==> config.mk <==
export PLATFORM = sky130hd
export DESIGN_NAME = bkg_map_arbiter
export DESIGN_NICKNAME = d
export VERILOG_FILES = /design/src/rtl/bkg_pkg.sv /design/src/rtl/bkg_addr_calc.sv /design/src/rtl/bkg_map_arbiter.sv
export SDC_FILE = /design/constraint.sdc
export NUM_CORES = 1
export LEC_CHECK = 0
export ABC_AREA = 1
export CAP_MARGIN = 20
export CORE_MARGIN = 3
export CORE_UTILIZATION = 45
export CTS_BUF_LIST = sky130_fd_sc_hd__clkbuf_4 sky130_fd_sc_hd__clkbuf_8
export CTS_CLUSTER_DIAMETER = 40
export DETAILED_ROUTE_END_ITERATION = 8
export PLACE_DENSITY_LB_ADDON = 0.1
export RECOVER_POWER = 50
export SYNTH_ARGS = -nofsm -noshare
export SYNTH_HDL_FRONTEND = slang
export SYNTH_SLANG_ARGS = --single-unit
==> constraint.sdc <==
create_clock -name i_clk -period 2.7 [get_ports i_clk]
set_input_delay 0.27 -clock i_clk [delete_from_list [all_inputs] [get_ports i_clk]]
set_output_delay 0.27 -clock i_clk [all_outputs]
set_load 0.1 [all_outputs]
==> src/rtl/bkg_pkg.sv <==
// Shared definitions for the background tile-map arbiter: map geometry,
// special tile codes, ROM owner tags and the logic-query FSM states.
package bkg_pkg;

  // Map geometry; widths match the 5-bit column and 4-bit row inputs
  localparam logic [4:0] MAP_W = 5'd20;
  localparam logic [3:0] MAP_H = 4'd15;

  // Tile codes with fixed meaning; an off-map lookup reads back as a wall
  localparam logic [2:0] TILE_EMPTY = 3'd0;
  localparam logic [2:0] TILE_WALL  = 3'd1;

  // Which requester owns the ROM access launched in a given cycle
  typedef enum logic [1:0] {
    OWN_NONE,
    OWN_RD,
    OWN_LG
  } owner_t;

  // Progress of a single game-logic query
  typedef enum logic [1:0] {
    IDLE,
    WAIT,
    ISSUED,
    ACK
  } lg_state_t;

endpackage

==> src/rtl/bkg_addr_calc.sv <==
// Combinational (col,row) -> linear tile-map address with an on-map flag.
// The row*20 product is built from two shifts so no multiplier is needed.
module bkg_addr_calc
  import bkg_pkg::*;
(
  input  logic [4:0] i_col,
  input  logic [3:0] i_row,
  output logic       o_in_range,
  output logic [8:0] o_addr
);

  logic [8:0] w_rowX16;
  logic [8:0] w_rowX4;

  // row*16 + row*4 + col; the largest on-map result is 299, so 9 bits never wrap
  always_comb begin
    w_rowX16   = {1'b0, i_row, 4'b0000};
    w_rowX4    = {3'b000, i_row, 2'b00};
    o_addr     = w_rowX16 + w_rowX4 + {4'b0000, i_col};
    o_in_range = (i_col < MAP_W) && (i_row < MAP_H);
  end

endmodule

==> src/rtl/bkg_map_arbiter.sv <==
// Shares the background tile-map ROM between the VGA renderer (streaming,
// always preferred) and game-logic collision queries (req/ack handshake).
// A logic query deferred too long is forced through, displacing one
// renderer fetch. Optional statistics outputs are enabled by defining
// BKG_ARB_STATS_EN.
module bkg_map_arbiter
  import bkg_pkg::*;
#(
  parameter int ADDR_W   = 9,
  parameter int DATA_W   = 3,
  parameter int MAX_WAIT = 8
)
(
  input  logic              i_clk,
  input  logic              i_rst,
  input  logic              i_rd_req,
  input  logic [4:0]        i_rd_col,
  input  logic [3:0]        i_rd_row,
  output logic              o_rd_valid,
  output logic [DATA_W-1:0] o_rd_tile,
  output logic              o_rd_drop,
  input  logic              i_lg_req,
  input  logic [4:0]        i_lg_col,
  input  logic [3:0]        i_lg_row,
  output logic              o_lg_ack,
  output logic [DATA_W-1:0] o_lg_tile,
  output logic [ADDR_W-1:0] o_rom_addr,
`ifdef BKG_ARB_STATS_EN
  output logic [15:0]       o_stat_drop,
  output logic [3:0]        o_stat_maxwait,
`endif
  input  logic [DATA_W-1:0] i_rom_q
);

  localparam int WAIT_W = 4;

  lg_state_t         r_state;
  lg_state_t         w_nextState;
  logic [WAIT_W-1:0] r_waitCnt;
  logic [WAIT_W-1:0] w_nextWaitCnt;
  owner_t            w_grant;
  logic              w_force;
  logic              w_drop;

  logic              w_rdInRange;
  logic [8:0]        w_rdAddr;
  logic              w_lgInRange;
  logic [8:0]        w_lgAddr;
  logic              w_selInRange;
  logic [8:0]        w_selAddr;

  owner_t            r_owner;
  logic              r_outOfRange;
  logic              r_dropPend;

  bkg_addr_calc u_rdAddr (
    .i_col      (i_rd_col),
    .i_row      (i_rd_row),
    .o_in_range (w_rdInRange),
    .o_addr     (w_rdAddr)
  );

  bkg_addr_calc u_lgAddr (
    .i_col      (i_lg_col),
    .i_row      (i_lg_row),
    .o_in_range (w_lgInRange),
    .o_addr     (w_lgAddr)
  );

  // The address and range flag follow whichever requester won this cycle
  assign w_selInRange = (w_grant == OWN_LG) ? w_lgInRange : w_rdInRange;
  assign w_selAddr    = (w_grant == OWN_LG) ? w_lgAddr    : w_rdAddr;

  // Logic FSM state and its deferral counter
  always_ff @(posedge i_clk) begin
    if (i_rst) begin
      r_state   <= IDLE;
      r_waitCnt <= '0;
    end else begin
      r_state   <= w_nextState;
      r_waitCnt <= w_nextWaitCnt;
    end
  end

  // Arbitration plus FSM next state: the renderer wins unless the pending
  // query has waited its full allowance, in which case it is forced through
  always_comb begin
    w_grant       = OWN_NONE;
    w_drop        = 1'b0;
    w_nextState   = r_state;
    w_nextWaitCnt = r_waitCnt;
    w_force       = (r_state == WAIT) && (r_waitCnt == WAIT_W'(MAX_WAIT - 1));

    if (w_force) begin
      w_grant = OWN_LG;
      w_drop  = i_rd_req;
    end else if (i_rd_req) begin
      w_grant = OWN_RD;
    end else if (r_state == WAIT) begin
      w_grant = OWN_LG;
    end

    case (r_state)
      IDLE: begin
        if (i_lg_req) begin
          w_nextState = WAIT;
        end
      end
      WAIT: begin
        if (w_grant == OWN_LG) begin
          w_nextState   = ISSUED;
          w_nextWaitCnt = '0;
        end else begin
          w_nextWaitCnt = r_waitCnt + 1'b1;
        end
      end
      ISSUED: w_nextState = ACK;
      ACK:    w_nextState = IDLE;
      default: begin
        w_nextState   = IDLE;
        w_nextWaitCnt = '0;
      end
    endcase
  end

  // Launch stage: register the ROM address and tag who the access is for;
  // off-map or idle cycles leave the ROM address where it was
  always_ff @(posedge i_clk) begin
    if (i_rst) begin
      r_owner      <= OWN_NONE;
      r_outOfRange <= 1'b0;
      r_dropPend   <= 1'b0;
      o_rom_addr   <= '0;
    end else begin
      r_owner      <= w_grant;
      r_outOfRange <= !w_selInRange;
      r_dropPend   <= w_drop;
      if ((w_grant != OWN_NONE) && w_selInRange) begin
        o_rom_addr <= ADDR_W'(w_selAddr);
      end
    end
  end

  // Return stage: capture ROM data (or a wall for off-map lookups) into the
  // owner's output; the drop pulse lines up with the displaced rd_valid
  always_ff @(posedge i_clk) begin
    if (i_rst) begin
      o_rd_valid <= 1'b0;
      o_rd_tile  <= '0;
      o_rd_drop  <= 1'b0;
      o_lg_ack   <= 1'b0;
      o_lg_tile  <= '0;
    end else begin
      o_rd_valid <= (r_owner == OWN_RD);
      o_rd_drop  <= r_dropPend;
      o_lg_ack   <= (r_owner == OWN_LG);
      if (r_owner == OWN_RD) begin
        o_rd_tile <= r_outOfRange ? DATA_W'(TILE_WALL) : i_rom_q;
      end
      if (r_owner == OWN_LG) begin
        o_lg_tile <= r_outOfRange ? DATA_W'(TILE_WALL) : i_rom_q;
      end
    end
  end

`ifdef BKG_ARB_STATS_EN
  // Saturating count of displaced renderer fetches and the longest deferral seen
  always_ff @(posedge i_clk) begin
    if (i_rst) begin
      o_stat_drop    <= '0;
      o_stat_maxwait <= '0;
    end else begin
      if (o_rd_drop && (o_stat_drop != 16'hFFFF)) begin
        o_stat_drop <= o_stat_drop + 16'd1;
      end
      if (r_waitCnt > o_stat_maxwait) begin
        o_stat_maxwait <= r_waitCnt;
      end
    end
  end
`endif

endmodule

==> metrics.yaml, run 1 <==
clocking:
  cts-hold-fix-buffers: 0
  clockBufferDepth: 2
  clk_pin_slew_worst_paths_ps: 90
  cts_tree: "done"
  cts_max_level: 1
  clock_sinks: 28
  cts_buffers: 3
  post_cts_resize_count: 0
  clk-insertion-delay-late_ps: 280
  root_buffer: "clkbuf_8"
  cts_setup_buffers: 0
sta:
  setup_viol: 0
  worst_pin_slew_ps: 1184
  timing.setup.tns_ps: 0
  slew_viol_final: 0
  relSlewSlack: 0.2141
  fin_crit_sh: 0.8123
  skew_ps: 4.565
  rsz0062_at_grt: "no"
  fin_hold_ws_ps: 405.9
  fin_ws_ps: 506.7
  clock.fmax_mhz: 455.9
  finalHoldViolations: 0
  layout_min_cycle_time_ps: 2193
flow_run:
  cap_violations: 0
worst_setup_path:
  reg2reg_to: "r_state[1]$_SDFFE_PP0P_"
  worstSetupEndpointType: "flop"
  worst_path_most_repeated_cell: "nand2_1"
  cp_cell_sequence: "clkdlybuf4s50_1 -> inv_1 -> fa_1 -> fa_1 -> nand3b_1 -> nand2_1 -> nand2_1 -> nand3_1 -> nand2_1 -> nor2_1 -> nor2_1"
  reg2reg_depth: 11
  r2r_slack_ps: 800
  crit_arrival_ps: 2380
  r2r-start: "r_state[1]$_SDFFE_PP0P_"
  cp_slowest_cell: "clkdlybuf4s50_1"
  startpoint: "i_rd_row[0]"
  critPathMaxStageDelay_ps: 500
  cp.required_ps: 2880
  path_buf_inv: 2
  path_class: "in2reg"
  critPathMaxFanout: 3
  crit_path_start_kind: "primary input"
  critPathTopFamily: "adder cells"
placed_design:
  place_area_mm2: 0.002250
  place.gp.congestion: 0.8386
  hpwl_mm: 3.059
  port_buffers: 42
  dp_slack_ps: 208.5
  place_inst: 358
drt:
  top_layer_used: "met4"
  routedWlPerCell_um: 10.47
  wirelength_met1_mm: 1.765
  routed_wl_mm: 3.789
  vias: 1642
  routed-wl-met2_mm: 1.857
  routed_via_density: 4.536
  dr_wl_met3_um: 106
  ant_nets: 0
  drtPass1Iterations: 4
  drt_iter0_markers: 51
  drc: 0
final_layout:
  regArea_um2: 560.5
  instances_no_fill: 362
  design_area_mm2: 0.002236
  drive_gt1_frac: 0.04459
  nets: 362
  fillCellCount: 395
  n_antenna_cell: 0
  fin_util: 0.5886
  multiInputGateArea_mm2: 0.001031
  syn_to_final_growth_pct: 21.56
floorplan:
  core_area_mm2: 0.003799
  initial_core_util: 0.4842
  die_x_um: 69.93
  io_pins: 43
  die_y_um: 69.93
  fp-row-count: 22
  die_area_mm2: 0.004890
yosys:
  ys_seq_area_frac: 0.3048
  synth-seq-cells: 28
  postSynthCellCount: 272
  synthesis.area_mm2: 0.001839
  ys_warn_count: 0
  synth_nets: 319
  ys_types: 23
  syn_area_per_cell_um2: 6.762
power_and_ir_drop:
  p_per_area_mw_per_mm2: 715.0
  irDropWorstVdd_mv: 0.3186
  leakage_nw: 1.161
  power_mw: 1.599
global_route:
  grt.overflow.total: 0
  grt_pass1_wl_mm: 6.479
  groute.usage.overall: 0.1611
  grt_max_degree: 17
  grt_pass1_vias: 1517
  antenna_found_initial: 0
min_path:
  min_to: "o_rd_drop$_SDFF_PP0_"
  min_from: "r_dropPend$_SDFF_PP0_"
  hp-class: "reg2reg"
  min_path_cells: 2
outcome:
  status: "finished, final reports clean"
-- worst max path at each step --
stage | slack [ps] | cells after the start | endpoint
2_1_floorplan | 820 | 10 | o_rom_addr[7]$_SDFFE_PP0P_
3_3_place_gp | 250 | 11 | o_rom_addr[7]$_SDFFE_PP0P_
3_5_place_dp | 210 | 11 | o_rom_addr[7]$_SDFFE_PP0P_
4_1_cts | 510 | 11 | o_rom_addr[7]$_SDFFE_PP0P_
5_1_grt | 340 | 11 | o_rom_addr[7]$_SDFFE_PP0P_
6_report | 510 | 11 | o_rom_addr[7]$_SDFFE_PP0P_
-- final cells by class --
class,instances,share of cell area
repair buffers,43,0.1427
flip-flops and latches,28,0.2507
well taps,48,0.02686
multi-input cells,183,0.4611
clock buffers,4,0.02462
inverters,56,0.09401
-- logic make-up after synthesis --
kind of cell | Yosys count | share of synthesized area
flops | 28 | 0.3048
simple gates | 135 | 0.3170
buf+inv | 61 | 0.1320
fa+ha+maj | 22 | 0.1660
xor+xnor | 4 | 0.01905
compound gates | 22 | 0.06123
-- cells in the final DEF, fill, tap and decap left out, types with 3 or more instances in the layout --
cell type        count
nor3_1               4
xor2_1               3
clkdlybuf4s50_1     23
nor2_1              36
dfxtp_1             28
a21oi_1              9
nand2_1             71
nand3b_1             3
clkbuf_1            17
inv_1               56
clkbuf_8             4
ha_1                18
fa_1                 4
o21ai_0             12
nand3_1             13
-- Yosys cell counts --
cell | count | share of area
buf_6 | 1 | 0.0061
a211oi_1 | 1 | 0.0041
dfxtp_1 | 28 | 0.30
nand2_2 | 3 | 0.010
nand3_1 | 13 | 0.035
xnor2_1 | 1 | 0.0048
nand3b_1 | 3 | 0.012
clkbuf_1 | 1 | 0.0020
nor2_1 | 35 | 0.071
nand2_1 | 70 | 0.14
nand2_4 | 1 | 0.0061
inv_1 | 56 | 0.11
xor2_1 | 3 | 0.014
ha_1 | 18 | 0.12
nor3_1 | 4 | 0.011
a21oi_1 | 9 | 0.024
nand3b_4 | 1 | 0.011
buf_4 | 1 | 0.0041
or2_2 | 2 | 0.0068
fa_1 | 4 | 0.044
nor2_2 | 3 | 0.010
o21ai_0 | 12 | 0.033
buf_2 | 2 | 0.0054
-- registers in the layout (all words and copies together) (netlist names), 2 cells and up --
| register | flops |
|---|---|
| o_rom_addr | 9 |
| r_waitCnt | 4 |
| o_lg_tile | 3 |
| o_rd_tile | 3 |
| r_owner | 2 |
| r_state | 2 |
-- per-layer routing --
layer,vias to the layer above,global-route usage
met3,5,0.02158
met4,0,0.05745
met2,23,0.2886
met1,707,0.1954
met5,-,0
li1,907,-
-- report_power, final --
part           internal [mW]  total, mW  leakage, nW  switching (mW)
Clock                  0.131      0.263       0.0288           0.132
Combinational          0.216      0.817        0.902           0.601
Sequential             0.481      0.519        0.230          0.0381
-- tightest hold or removal path: cells and delay by family, from the launching register on --
family                 cells  cell delay, ps
AND/OR/NAND/NOR            1              30
buffers and inverters      1              40
flip-flops                 1             310
Note: power is estimated with default switching activity, not from simulation.
==> inputs of run 2 (changes only) <==
==> constraint.sdc (replaced) <==
create_clock -name i_clk -period 2.2 [get_ports i_clk]
set_input_delay 0.22 -clock i_clk [delete_from_list [all_inputs] [get_ports i_clk]]
set_output_delay 0.22 -clock i_clk [all_outputs]
set_load 0.1 [all_outputs]
==> run 2 against run 1 <==
Against the previous run:
- clock power is 54% higher
- final cell count up 2.5%
- routed wire length decreased by 0.32%
- setup slack got worse by 390 ps
- critical path depth increased by 2
- sequential power grew 23%
- cell area up 5.1%
- via count rose by 4.0%
- first-iteration DRC count grew 5.9%
==> metrics.yaml, run 2 (synthesis gave the netlist of run 1 again) <==
power_and_ir_drop:
  leakage_nw: 1.231  # was 1.161 nW
  p_per_area_mw_per_mm2: 881.4  # was 715.0 mW/mm2
  power_mw: 2.072  # was 1.599 mW
  irDropWorstVdd_mv: 0.4121  # was 0.3186 mV
drt:
  drt_iter0_markers: 54  # was 51
  drc: 0  # unchanged
  routed_via_density: 4.601  # was 4.536
  ant_nets: 0  # unchanged
  routed_wl_mm: 3.777  # was 3.789 mm
  routedWlPerCell_um: 10.18  # was 10.47 um
  vias: 1707  # was 1642
  drtPass1Iterations: 4  # unchanged
placed_design:
  port_buffers: 42  # unchanged
  place_area_mm2: 0.002317  # was 0.002250 mm2
  place.gp.congestion: 0.7872  # was 0.8386
  hpwl_mm: 3.044  # was 3.059 mm
  place_inst: 367  # was 358
worst_setup_path:
  cp_slowest_cell: "fa_1"  # was clkdlybuf4s50_1
  crit_path_start_kind: "primary input"  # unchanged
  crit_arrival_ps: 2260  # was 2380 ps
  reg2reg_to: "o_rom_addr[8]$_SDFFE_PP0P_"  # was r_state[1]$_SDFFE_PP0P_
  r2r_slack_ps: 420  # was 800 ps
  reg2reg_depth: 11  # unchanged
  path_class: "in2reg"  # unchanged
  worst_path_most_repeated_cell: "nand2_1"  # unchanged
  r2r-start: "r_state[1]$_SDFFE_PP0P_"  # unchanged
  cp_cell_sequence: "clkdlybuf4s50_1 -> inv_1 -> fa_1 -> inv_1 -> ha_1 -> nand3_1 -> nand3_2 -> nand2_1 -> nand2_1 -> nand2_1 -> nand2_2 -> nor2_2 -> nor2_1"  # was clkdlybuf4s50_1 -> inv_1 -> fa_1 -> fa_1 -> nand3b_1 -> nand2_1 -> nand2_1 -> nand3_1 -> nand2_1 -> nor2_1 -> nor2_1
  critPathMaxStageDelay_ps: 570  # was 500 ps
  cp.required_ps: 2380  # was 2880 ps
  critPathMaxFanout: 2  # was 3
  worstSetupEndpointType: "flop"  # unchanged
final_layout:
  n_antenna_cell: 0  # unchanged
  instances_no_fill: 371  # was 362
  layout_common_cells: "nand2_1 (69), inv_1 (56), nor2_1 (34), dfxtp_1 (28), clkdlybuf4s50_1 (22)"  # was nand2_1 (71), inv_1 (56), nor2_1 (36), dfxtp_1 (28), clkdlybuf4s50_1 (23)
  top_register: "o_rom_addr"  # unchanged
  final_common_cell: "nand2_1"  # unchanged
  biggestRegsByFlops: "o_rom_addr x9, r_waitCnt x4"  # unchanged
  nets: 371  # was 362
  syn_to_final_growth_pct: 27.82  # was 21.56%
  largest_reg_flops: 9  # unchanged
  design_area_mm2: 0.002351  # was 0.002236 mm2
  drive_gt1_frac: 0.09907  # was 0.04459
clocking:
  cts-hold-fix-buffers: 0  # unchanged
  post_cts_resize_count: 0  # unchanged
  root_buffer: "clkbuf_8"  # unchanged
  cts_buffers: 3  # unchanged
  cts_max_level: 1  # unchanged
  clk-insertion-delay-late_ps: 270  # was 280 ps
  cts_setup_buffers: 0  # unchanged
  clk_pin_slew_worst_paths_ps: 100  # was 90 ps
  clock_sinks: 28  # unchanged
  cts_tree: "done"  # unchanged
  clockBufferDepth: 2  # unchanged
sta:
  layout_min_cycle_time_ps: 2087
  worst_pin_slew_ps: 1187  # was 1184 ps
  finalHoldViolations: 0  # unchanged
  slew_viol_final: 0  # unchanged
  fin_crit_sh: 0.9487
  clock.fmax_mhz: 479.1
  skew_ps: 5.263  # was 4.565 ps
  relSlewSlack: 0.2120  # was 0.2141
  setup_viol: 0  # unchanged
global_route:
  grt_pass1_vias: 1570  # was 1517
  grt_max_degree: 17  # unchanged
  grt.overflow.total: 0  # unchanged
  groute.usage.overall: 0.1587  # was 0.1611
  antenna_found_initial: 0  # unchanged
  grt_pass1_wl_mm: 6.548  # was 6.479 mm
floorplan:
  io_pins: 43  # unchanged
  die_x_um: 69.93  # unchanged
  die_area_mm2: 0.004890  # unchanged
  fp-row-count: 22  # unchanged
  initial_core_util: 0.4842  # unchanged
  core_area_mm2: 0.003799  # unchanged
  die_y_um: 69.93  # unchanged
min_path:
  min_to: "o_rd_drop$_SDFF_PP0_"  # unchanged
  min_path_cells: 2  # unchanged
  min_from: "r_dropPend$_SDFF_PP0_"  # unchanged
  hp-class: "reg2reg"  # unchanged
flow_run:
  cap_violations: 0  # unchanged
outcome:
  status: "finished, final reports clean"  # unchanged
==> run 2: cell count changes in the layout (fill, tap and decap cells not counted), sizes merged <==
cell / delta
clkdlybuf4s50: -1
dlymetal6s2s: +1
clkbuf: -2
bufinv: +1
buf: +10
==> run 2: final cells by class <==
class | instances | area [um2]
Fill cell | 357 | 1448
Multi-Input combinational cell | 183 | 1056
Sequential cell | 28 | 560.5
Timing Repair Buffer | 52 | 392.9
Inverter | 56 | 210.2
Tap cell | 48 | 60.06
Clock buffer | 3 | 41.29
Clock inverter | 1 | 30.03
==> run 2: power by group <==
part / total, mW / switching, mW / internal, mW
sequential: 0.636 / 0.0462 / 0.590
combinational: 1.03 / 0.748 / 0.284
clock: 0.404 / 0.160 / 0.244
total: 2.07 / 0.954 / 1.12
==> run 2: how the worst max path moves through the flow <==
stage	depth (start not counted)	endpoint	slack, ps	from
after detailed placement	11	o_rom_addr[7]$_SDFFE_PP0P_	-250	i_lg_col[4]
after global placement	11	o_rom_addr[7]$_SDFFE_PP0P_	-180	i_lg_col[4]
after CTS	11	o_rom_addr[7]$_SDFFE_PP0P_	40	i_lg_col[4]
final	13	o_rom_addr[8]$_SDFFE_PP0P_	110	i_lg_row[2]
after global routing	13	o_rom_addr[6]$_SDFFE_PP0P_	-10	i_lg_row[2]
after floorplan	10	o_rom_addr[7]$_SDFFE_PP0P_	370	i_lg_col[4]
==> run 2: through the flow <==
stage / utilization / setup TNS [ps] / setup WS, ps / hold slack (ps)
after floorplan: - / 0 / 366.0 / 298.3
after detailed placement: 0.6100 / -913.2 / -249.2 / 396.6
after global routing: 0.6189 / -12.09 / -11.83 / 422.2
final: 0.6189 / 0 / 112.8 / 408.6
after global placement: 0.6100 / -728.9 / -178.3 / 390.6
after CTS: 0.6288 / 0 / 40.66 / 411.4
==> run 2: per-layer routing <==
metal	global-route usage	vias up	share of wire
met5	0	-	0
met4	0.03191	0	0.012
met3	0.02734	4	0.039
met2	0.2949	30	0.49
met1	0.1901	747	0.46
li1	-	926	-
==> run 2: critical path, delay by kind of cell <==
| kind | cells | cell delay [ps] |
|---|---|---|
| buf+inv | 3 | 590 |
| simple gates | 8 | 590 |
| fa+ha+maj | 2 | 850 |
